[src/rtl/vga_stream_pkg.sv]
// Shared constants for the VGA pixel stream: frame geometry, pixel width and RGB444 layout.
// Reused by the VGA wrapper, the framebuffer writer and the frame streamer.
package vga_stream_pkg;

  localparam int DATA_W    = 12;
  localparam int H_PIX     = 160;
  localparam int V_PIX     = 120;
  localparam int FRAME_PIX = H_PIX * V_PIX;
  localparam int ADDR_W    = 15;

  localparam int CH_W  = 4;
  localparam int R_LSB = 8;
  localparam int G_LSB = 4;
  localparam int B_LSB = 0;

  // Default-width stream word as it sits in the output buffer.
  typedef struct packed {
    logic [DATA_W-1:0] data;
    logic              sop;
    logic              eop;
  } pix_word_t;

endpackage

[src/rtl/vga_pix_fifo2.sv]
// Two-entry register FIFO with the head entry held in a register, so consumers
// see no combinational path from the write side.
module vga_pix_fifo2 #(
  parameter int W = 14
) (
  input  logic         clk,
  input  logic         rst_n,
  input  logic         i_push,
  input  logic [W-1:0] i_din,
  input  logic         i_pop,
  output logic [W-1:0] o_head,
  output logic [1:0]   o_count
);

  logic [W-1:0] r_head;
  logic [W-1:0] r_tail;
  logic [1:0]   r_count;

  // NOTE: the data registers are reset as well as the count, because the head
  // drives the pixel output directly and must read as zero out of reset.
  always_ff @(posedge clk or negedge rst_n) begin
    if (!rst_n) begin
      r_head  <= '0;
      r_tail  <= '0;
      r_count <= 2'd0;
    end else begin
      // NOTE: non-blocking assignments let r_head take the old r_tail in a
      // shift while r_tail is overwritten in the same edge.
      case ({i_push, i_pop})
        2'b10: begin
          if (r_count == 2'd0) r_head <= i_din;
          else                 r_tail <= i_din;
          r_count <= r_count + 2'd1;
        end
        2'b01: begin
          r_head  <= r_tail;
          r_count <= r_count - 2'd1;
        end
        2'b11: begin
          if (r_count == 2'd2) begin
            r_head <= r_tail;
            r_tail <= i_din;
          end else begin
            r_head <= i_din;
          end
        end
        default: ;
      endcase
    end
  end

  assign o_head  = r_head;
  assign o_count = r_count;

endmodule

[src/rtl/vga_frame_streamer.sv]
// Raster-order pixel source: reads the framebuffer with 1-cycle latency and feeds a
// ready-only VGA sink through a 2-entry buffer, tagging start/end of frame.
module vga_frame_streamer
  import vga_stream_pkg::*;
#(
  parameter int H_PIX  = vga_stream_pkg::H_PIX,
  parameter int V_PIX  = vga_stream_pkg::V_PIX,
  parameter int ADDR_W = vga_stream_pkg::ADDR_W,
  parameter int DATA_W = vga_stream_pkg::DATA_W
) (
  input  logic              clk_clk,
  input  logic              reset_reset_n,
  output logic [ADDR_W-1:0] fb_addr,
  output logic              fb_rd,
  input  logic [DATA_W-1:0] fb_rdata,
  output logic [DATA_W-1:0] pix_data,
  output logic              pix_sop,
  output logic              pix_eop,
  output logic              pix_valid,
  input  logic              pix_ready,
  output logic              frame_done,
  output logic              underrun,
  input  logic              underrun_clr
);

  localparam int                FRAME    = H_PIX * V_PIX;
  localparam logic [ADDR_W-1:0] LAST_IDX = ADDR_W'(FRAME - 1);

  logic [ADDR_W-1:0] r_index;
  logic              r_inflight;
  logic              r_tag_sop;
  logic              r_tag_eop;
  logic              r_underrun;
  logic              r_frame_done;

  logic [DATA_W+1:0] w_head;
  logic [1:0]        w_count;
  logic              w_valid;
  logic              w_pop;
  logic [2:0]        w_level;
  logic              w_issue;

  assign w_valid = (w_count != 2'd0);
  assign w_pop   = pix_ready & w_valid;

  // Words owed to the buffer after this cycle; never let it exceed two.
  assign w_level = 3'(w_count) + 3'(r_inflight) - 3'(w_pop);
  assign w_issue = reset_reset_n & (w_level < 3'd2);

  always_ff @(posedge clk_clk or negedge reset_reset_n) begin
    if (!reset_reset_n) begin
      r_index      <= '0;
      r_inflight   <= 1'b0;
      r_tag_sop    <= 1'b0;
      r_tag_eop    <= 1'b0;
      r_underrun   <= 1'b0;
      r_frame_done <= 1'b0;
    end else begin
      if (w_issue) begin
        r_index <= (r_index == LAST_IDX) ? '0 : r_index + ADDR_W'(1);
      end
      r_inflight   <= w_issue;
      r_tag_sop    <= w_issue & (r_index == '0);
      r_tag_eop    <= w_issue & (r_index == LAST_IDX);
      // Set wins over clear: a garbage consume is never silently lost.
      r_underrun   <= (pix_ready & ~w_valid) | (r_underrun & ~underrun_clr);
      r_frame_done <= w_pop & w_head[0];
    end
  end

  vga_pix_fifo2 #(
    .W (DATA_W + 2)
  ) u_fifo (
    .clk     (clk_clk),
    .rst_n   (reset_reset_n),
    .i_push  (r_inflight),
    .i_din   ({fb_rdata, r_tag_sop, r_tag_eop}),
    .i_pop   (w_pop),
    .o_head  (w_head),
    .o_count (w_count)
  );

  assign fb_addr    = r_index;
  assign fb_rd      = w_issue;
  assign pix_data   = w_head[DATA_W+1:2];
  assign pix_sop    = w_head[1];
  assign pix_eop    = w_head[0];
  assign pix_valid  = w_valid;
  assign frame_done = r_frame_done;
  assign underrun   = r_underrun;

endmodule
[config.mk]
export PLATFORM = sky130hd
export DESIGN_NAME = vga_frame_streamer
export DESIGN_NICKNAME = d
export VERILOG_FILES = /design/src/rtl/vga_stream_pkg.sv /design/src/rtl/vga_pix_fifo2.sv /design/src/rtl/vga_frame_streamer.sv
export SDC_FILE = /design/constraint.sdc
export NUM_CORES = 1
export LEC_CHECK = 0
export ABC_AREA = 1
export CAP_MARGIN = 20
export CELL_PAD_IN_SITES_DETAIL_PLACEMENT = 1
export CELL_PAD_IN_SITES_GLOBAL_PLACEMENT = 2
export CORE_UTILIZATION = 32
export CTS_CLUSTER_DIAMETER = 150
export CTS_CLUSTER_SIZE = 25
export DETAILED_ROUTE_END_ITERATION = 6
export GPL_TIMING_DRIVEN = 1
export PLACE_DENSITY_LB_ADDON = 0.12
export SYNTH_ARGS = -nofsm -noshare
export SYNTH_HDL_FRONTEND = slang
export SYNTH_SLANG_ARGS = --single-unit
[constraint.sdc]
create_clock -name clk_clk -period 4.4 [get_ports clk_clk]
set_input_delay 0.44 -clock clk_clk [delete_from_list [all_inputs] [get_ports clk_clk]]
set_output_delay 0.44 -clock clk_clk [all_outputs]
set_load 0.01 [all_outputs]
==> results of run 1 <==
[synthesized netlist by cell type, types with 2 or more instances]
| library cell | n |
|---|---|
| a21oi_1 | 4 |
| buf_6 | 4 |
| dfrtp_1 | 50 |
| ha_1 | 5 |
| inv_1 | 47 |
| inv_2 | 4 |
| nand2_1 | 114 |
| nand2_2 | 3 |
| nand3_1 | 16 |
| nand4_1 | 3 |
| nor2_1 | 24 |
| nor2_2 | 4 |
| nor2_4 | 3 |
| o21ai_0 | 26 |
| o21ai_1 | 6 |
| xnor2_1 | 2 |
| xor2_1 | 4 |
[power by group]
part	switching (mW)	internal [mW]
clock network	0.157	0.170
logic	0.427	0.329
registers	0.103	0.610
[cell families (layout without fill, tap and decap cells)]
| family | count (synthesis) | in the layout |
|---|---|---|
| flops | 50 | 50 |
| compound gates | 42 | 42 |
| buf+inv | 58 | 109 |
| fa+ha+maj | 6 | 6 |
| simple gates | 173 | 173 |
| xor+xnor | 6 | 6 |
[layer usage]
metal	vias to the layer above	part of all wire (%)	track usage, %
met3	5	2.6	2.217
li1	1126	-	-
met1	1086	49	20.71
met4	0	1.1	4.615
met2	33	47	29.01
met5	-	0	0
[worst max-delay path by stage]
stage | endpoint | slack (ns) | depth (start not counted)
floorplan | fb_rd | 2.13 | 9
CTS | fb_rd | 1.05 | 10
global placement | fb_rd | 1.14 | 11
global route | fb_rd | 0.85 | 10
detailed placement | fb_rd | 1.08 | 11
finish | fb_rd | 1.09 | 10
[cells in the final DEF, fill, tap and decap left out, drive strengths merged, types with 2 or more instances in the layout]
cell type,instances
ha,5
nand3,18
inv,51
a21oi,5
nor2,31
dfrtp,50
clkbuf,6
nand4,3
nand2,118
xnor2,2
o21ai,34
xor2,4
clkdlybuf4s50,47
buf,3
[sequential cells by signal, summed over array words and instances (netlist names)]
signal / count
fb_addr: 15
frame_done: 1
r_inflight: 1
r_tag_eop: 1
r_tag_sop: 1
u_fifo.o_count: 2
u_fifo.o_head: 14
u_fifo.r_tail: 14
underrun: 1
[through the flow]
stage | cells | instance area [um^2] | power, mW | utilization (%)
detailed placement | 480 | 3188 | 1.496 | 40.63
global placement | 480 | 3188 | 1.474 | 40.63
floorplan | 335 | 2633 | 1.195 | -
finish | 488 | 3298 | 1.797 | 42.03
CTS | 488 | 3298 | 1.839 | 42.03
global route | 488 | 3298 | 1.960 | 42.03
[cell type report]
| class | count | area share, % |
|---|---|---|
| inverter | 51 | 5.804 |
| sequential | 50 | 37.94 |
| clock inverter | 2 | 1.138 |
| multi-input combinational | 227 | 34.18 |
| timing repair buffer | 50 | 14.87 |
| tap | 102 | 3.869 |
| clock buffer | 6 | 2.200 |
[critical path, stage by stage (launching register included)]
cell,delay [ns]
dfrtp_1,0.54
nand2_2,0.15
nor2_1,0.19
o21ai_0,0.14
fa_1,0.50
nand2_1,0.05
inv_1,0.12
nand2_2,0.07
nor2_2,0.07
buf_4,0.18
clkdlybuf4s50_1,0.55
==> impl_metrics.tcl, run 1 <==
set metrics [dict create \
    finalHoldWorstSlack_ns 0.2972 \
    crit_path_start "u_fifo.o_count[1]$_DFFE_PN0P_" \
    fin_crit_sh_pct 75.17 \
    drtAntennaViolNets 0 \
    vias_per_cell 4.611 \
    synth_top_family_by_area "simple AND/OR/NAND/NOR gates" \
    worstPathArrival_ns 2.87 \
    grt-ovfl-total 0 \
    synth.area.top_cells "dfrtp_1 (48%), nand2_1 (16%), inv_1 (6.7%), o21ai_0 (4.9%), nor2_1 (3.4%)" \
    ys_warn_count 0 \
    critPathKind "reg -> out" \
    drc 0 \
    avgSynthCellArea_um2 7.858 \
    maxSlewHeadroom_pct 47.60 \
    synth_ff_type "dfrtp_1" \
    critPathLaunchType "register" \
    yosys.area_share.simple_pct 28.56 \
    die-area_um2 8593 \
    cts_tree "yes" \
    cts_resized 0 \
    fmax_ghz 0.3023 \
    antenna_cells 0 \
    rsz0062_at_grt "no" \
    outcome "finished clean" \
    grt_max_degree 51 \
    first_pass_iters 4 \
    min_path_type "in -> async" \
    die_h_um 92.70 \
    io_pins 49 \
    syn_nets 357 \
    end_kind "output port" \
    hold_viol 0 \
    period_minus_slack_ns 3.308 \
    start_util_pct 33.55 \
    setup_viol 0 \
    peakVddDrop_mv 0.2159 \
    drtIter0Drc 51 \
    syn_to_final_growth_pct 25.29 \
    r2r_setup_slack_ns 1.85 \
    clock_sinks 50 \
    synth_compound_area_share_pct 9.125 \
    rows 32 \
    htree_num_levels 2 \
    yosys.area_share.xor_xnor_pct 1.996 \
    fp.coreArea_um2 7848 \
    port_buffers 48 \
    root_buffer "clkbuf_8" \
    die_w_um 92.70 \
    final-seq-area_um2 1251 \
    wire_per_inst_um 13.19 \
    synth_top_area_share_pct 47.53 \
    maxSlewViolCount 0 \
    routed_wirelength_mm 6.438 \
    syn_inst 335 \
    setup_tns_ns 0 \
    cap_viol_max_count 0 \
    rr_worst_depth 12 \
    synthAdderAreaFrac_pct 3.137 \
    fin_skew_ns 0.008842 \
    synthMuxAreaShare_pct 0 \
    async_flop_share_pct 100.0 \
    dp_hpwl_mm 4.475 \
    rr_startpoint "u_fifo.o_count[1]$_DFFE_PN0P_" \
    grt_pass1_vias 2346 \
    clockBufferDepth 2 \
    r2r-end "fb_addr[5]$_DFFE_PN0P_" \
    dp_slack_ns 1.075 \
    drive_gt1_share_pct 8.031 \
    clk_latency_ns 0.30 \
    hold_buffers 0 \
    synth_edf_count 0 \
    gp_congestion 0.7968 \
    crit_required_ns 3.96 \
    yosysSeqAreaShare_pct 47.53 \
    synth_area_um2 2633 \
    grt_usage_pct 16.35 \
    num_vias 2250 \
    nNetsFinal 407 \
    cts_made_buffers 5 \
    antenna_found_initial 0 \
    fill_cells 999 \
    synth_area_leader_cell "dfrtp_1" \
    critPathMaxFanout 12 \
    post_cts_buffers 0 \
    powerDensity_nw_per_um2 544.7 \
    synth_cell_type_count 33 \
    cellLeakagePower_nw 1.588 \
    ys_ff_latch 50 \
    clk_pin_slew_ns 0.09 \
    grt_pass1_wl_mm 11.09 \
    multi_input_area_um2 1127 \
    tightest_slew_ns 0.7860 \
    fin_ws_ns 1.092 \
]
Power figures use the tool's default switching activity.
==> inputs of run 2 (changes only) <==
--- a/config.mk
+++ b/config.mk
@@ -9,7 +9,7 @@
 export CAP_MARGIN = 20
 export CELL_PAD_IN_SITES_DETAIL_PLACEMENT = 1
 export CELL_PAD_IN_SITES_GLOBAL_PLACEMENT = 2
-export CORE_UTILIZATION = 32
+export CORE_UTILIZATION = 27
 export CTS_CLUSTER_DIAMETER = 150
 export CTS_CLUSTER_SIZE = 25
 export DETAILED_ROUTE_END_ITERATION = 6
==> constraint.sdc (replaced) <==
create_clock -name clk_clk -period 2.7 [get_ports clk_clk]
set_input_delay 0.27 -clock clk_clk [delete_from_list [all_inputs] [get_ports clk_clk]]
set_output_delay 0.27 -clock clk_clk [all_outputs]
set_load 0.01 [all_outputs]
==> impl_metrics.tcl, run 2 (synthesized netlist as in run 1, its figures left out) <==
set metrics [dict create \
    fin_crit_sh_pct 91.11 \
    die_w_um 100.7 \
    critPathMaxFanout 5 \
    period_minus_slack_ns 2.460 \
    fmax_ghz 0.4065 \
    routed_wirelength_mm 6.953 \
    fin_util_pct 36.36 \
    switching_share_pct 38.88 \
    grt_usage_pct 15.18 \
    critPathLaunchType "register" \
    layout_commonest_cell "nand2_1" \
    fin_skew_ns 0.01169 \
    drc 0 \
    post_cts_buffers 0 \
    gp_congestion 0.7251 \
    drtIter0Drc 74 \
    critPathMaxStageDelay_ns 0.49 \
    largest_reg_flops 15 \
    cts_made_buffers 5 \
    hold_buffers 0 \
    tightest_slew_ns 0.7680 \
    powerDensity_nw_per_um2 893.1 \
    peakVddDrop_mv 0.3137 \
    slowest_stage "fa_1" \
    antenna_cells 0 \
    layout_common_cells "nand2_1 (114), dfrtp_1 (49), inv_1 (47)" \
    switching_power_mw 1.178 \
    r2r_setup_slack_ns 0.34 \
    drtAntennaViolNets 0 \
    fp.coreArea_um2 9328 \
    clockBufferDepth 2 \
    port_buffers 48 \
    grt_pass1_vias 2455 \
    grt_max_degree 51 \
    seq_power_share_pct 38.0 \
    min_path_type "in -> async" \
    fin_area_um2 3392 \
    io_pins 49 \
    p_int_mw 1.852 \
    maxSlewViolCount 0 \
    cap_viol_max_count 0 \
    num_vias 2300 \
    rr_startpoint "u_fifo.o_count[0]$_DFFE_PN0P_" \
    die_h_um 100.7 \
    syn_to_final_growth_pct 28.85 \
    maxSlewHeadroom_pct 48.80 \
    crit_required_ns 2.43 \
    crit_chain "inv_2 > nand2_2 > nor2_1 > o21ai_0 > fa_1 > nand2_1 > inv_1 > nand2_2 > nor2_2 > clkbuf_2" \
    critPathKind "reg -> out" \
    die-area_um2 10150 \
    wire_per_inst_um 13.32 \
    root_buffer "clkbuf_8" \
    end_kind "output port" \
    grt_use_met1_pct 19.04 \
    grt_pass1_wl_mm 12.11 \
    power.total_mw 3.030 \
    rows 35 \
    critical_path.top_delay_family "adder cells" \
    antenna_found_initial 0 \
    crit_top_cell "nand2_2" \
    use_met3_pct 2.635 \
    nNetsFinal 414 \
    finalHoldWorstSlack_ns 0.1048 \
    grtUsageMet2_pct 27.03 \
    rr_worst_depth 13 \
    share_comb_of_total_power_pct 43.1 \
    r2r-end "fb_addr[5]$_DFFE_PN0P_" \
    vias_per_cell 4.406 \
    path_buf_inv 3 \
    dp_hpwl_mm 4.850 \
    rsz0062_at_grt "no" \
    clock_sinks 50 \
    fin_ws_ns 0.2401 \
    hold_viol 0 \
    top_usage_layer "met2" \
    grt-ovfl-total 0 \
    dp_slack_ns -0.01338 \
    cts_tree "yes" \
    worstPathArrival_ns 2.19 \
    clk_latency_ns 0.32 \
    outcome "finished clean" \
    htree_num_levels 2 \
    fill_cells 1153 \
    clk_pin_slew_ns 0.10 \
    first_pass_iters 4 \
    drive_gt1_share_pct 10.69 \
    cellLeakagePower_nw 1.631 \
    pwr-share-clk_pct 19.0 \
    place_area_um2 3274 \
    start_util_pct 28.22 \
    setup_viol 0 \
]
## run 2: worst max-delay path by stage
stage	startpoint	to	slack, ns	cells after the start
floorplan	u_fifo.o_count[1]$_DFFE_PN0P_	fb_addr[4]$_DFFE_PN0P_	0.56	11
global placement	pix_ready	fb_rd	-0.002	10
detailed placement	pix_ready	fb_rd	-0.01	10
CTS	u_fifo.o_count[0]$_DFFE_PN0P_	fb_rd	0.05	10
global route	u_fifo.o_count[0]$_DFFE_PN0P_	fb_rd	0.03	10
finish	u_fifo.o_count[0]$_DFFE_PN0P_	fb_rd	0.24	10
## run 2: power groups by stage
stage	Combinational (mW)	Sequential (mW)	Clock, mW
after global placement	1.32	1.16	0
after CTS	1.34	1.16	0.600
after global routing	1.49	1.18	0.627
after floorplan	0.736	1.21	0
final	1.30	1.15	0.575
after detailed placement	1.34	1.17	0
## run 2: final cells by class
type,count,area [um^2],area share (%)
clock inverters,3,47.55,1.402
multi-input cells,227,1132,33.38
flip-flops and latches,50,1252,36.92
inverters,51,191.4,5.644
repair buffers,57,538.0,15.86
clock buffers,5,68.82,2.029
well taps,129,161.4,4.758
## run 2: worst register-to-register path: stages (launching register included)
cell,delay (ns)
dfrtp_2,0.47
inv_2,0.10
nand2_2,0.09
nor2_1,0.15
o21ai_0,0.12
fa_1,0.49
nand2_1,0.05
inv_1,0.08
nand2_2,0.05
nor2_2,0.13
buf_4,0.21
nand3_2,0.16
inv_1,0.11
nor2_1,0.05
## run 2: layer usage
metal / vias up / wire (um)
met3: 5 / 233
met2: 36 / 3463
met4: 0 / 59
li1: 1140 / -
met5: - / 0
met1: 1119 / 3197
## run 2: through the flow
step | cells | setup TNS (ns)
floorplan | 335 | 0
CTS | 522 | 0
global placement | 514 | -0.001756
detailed placement | 514 | -0.01338
global route | 522 | 0
finish | 522 | 0
## run 2: timing repair
| action | 4_1_cts | 5_1_grt |
|---|---|---|
| gates resized for setup | 2 | 3 |
| hold endpoints to repair | 0 | 0 |
| endpoints found under the setup margin | 1 | 4 |
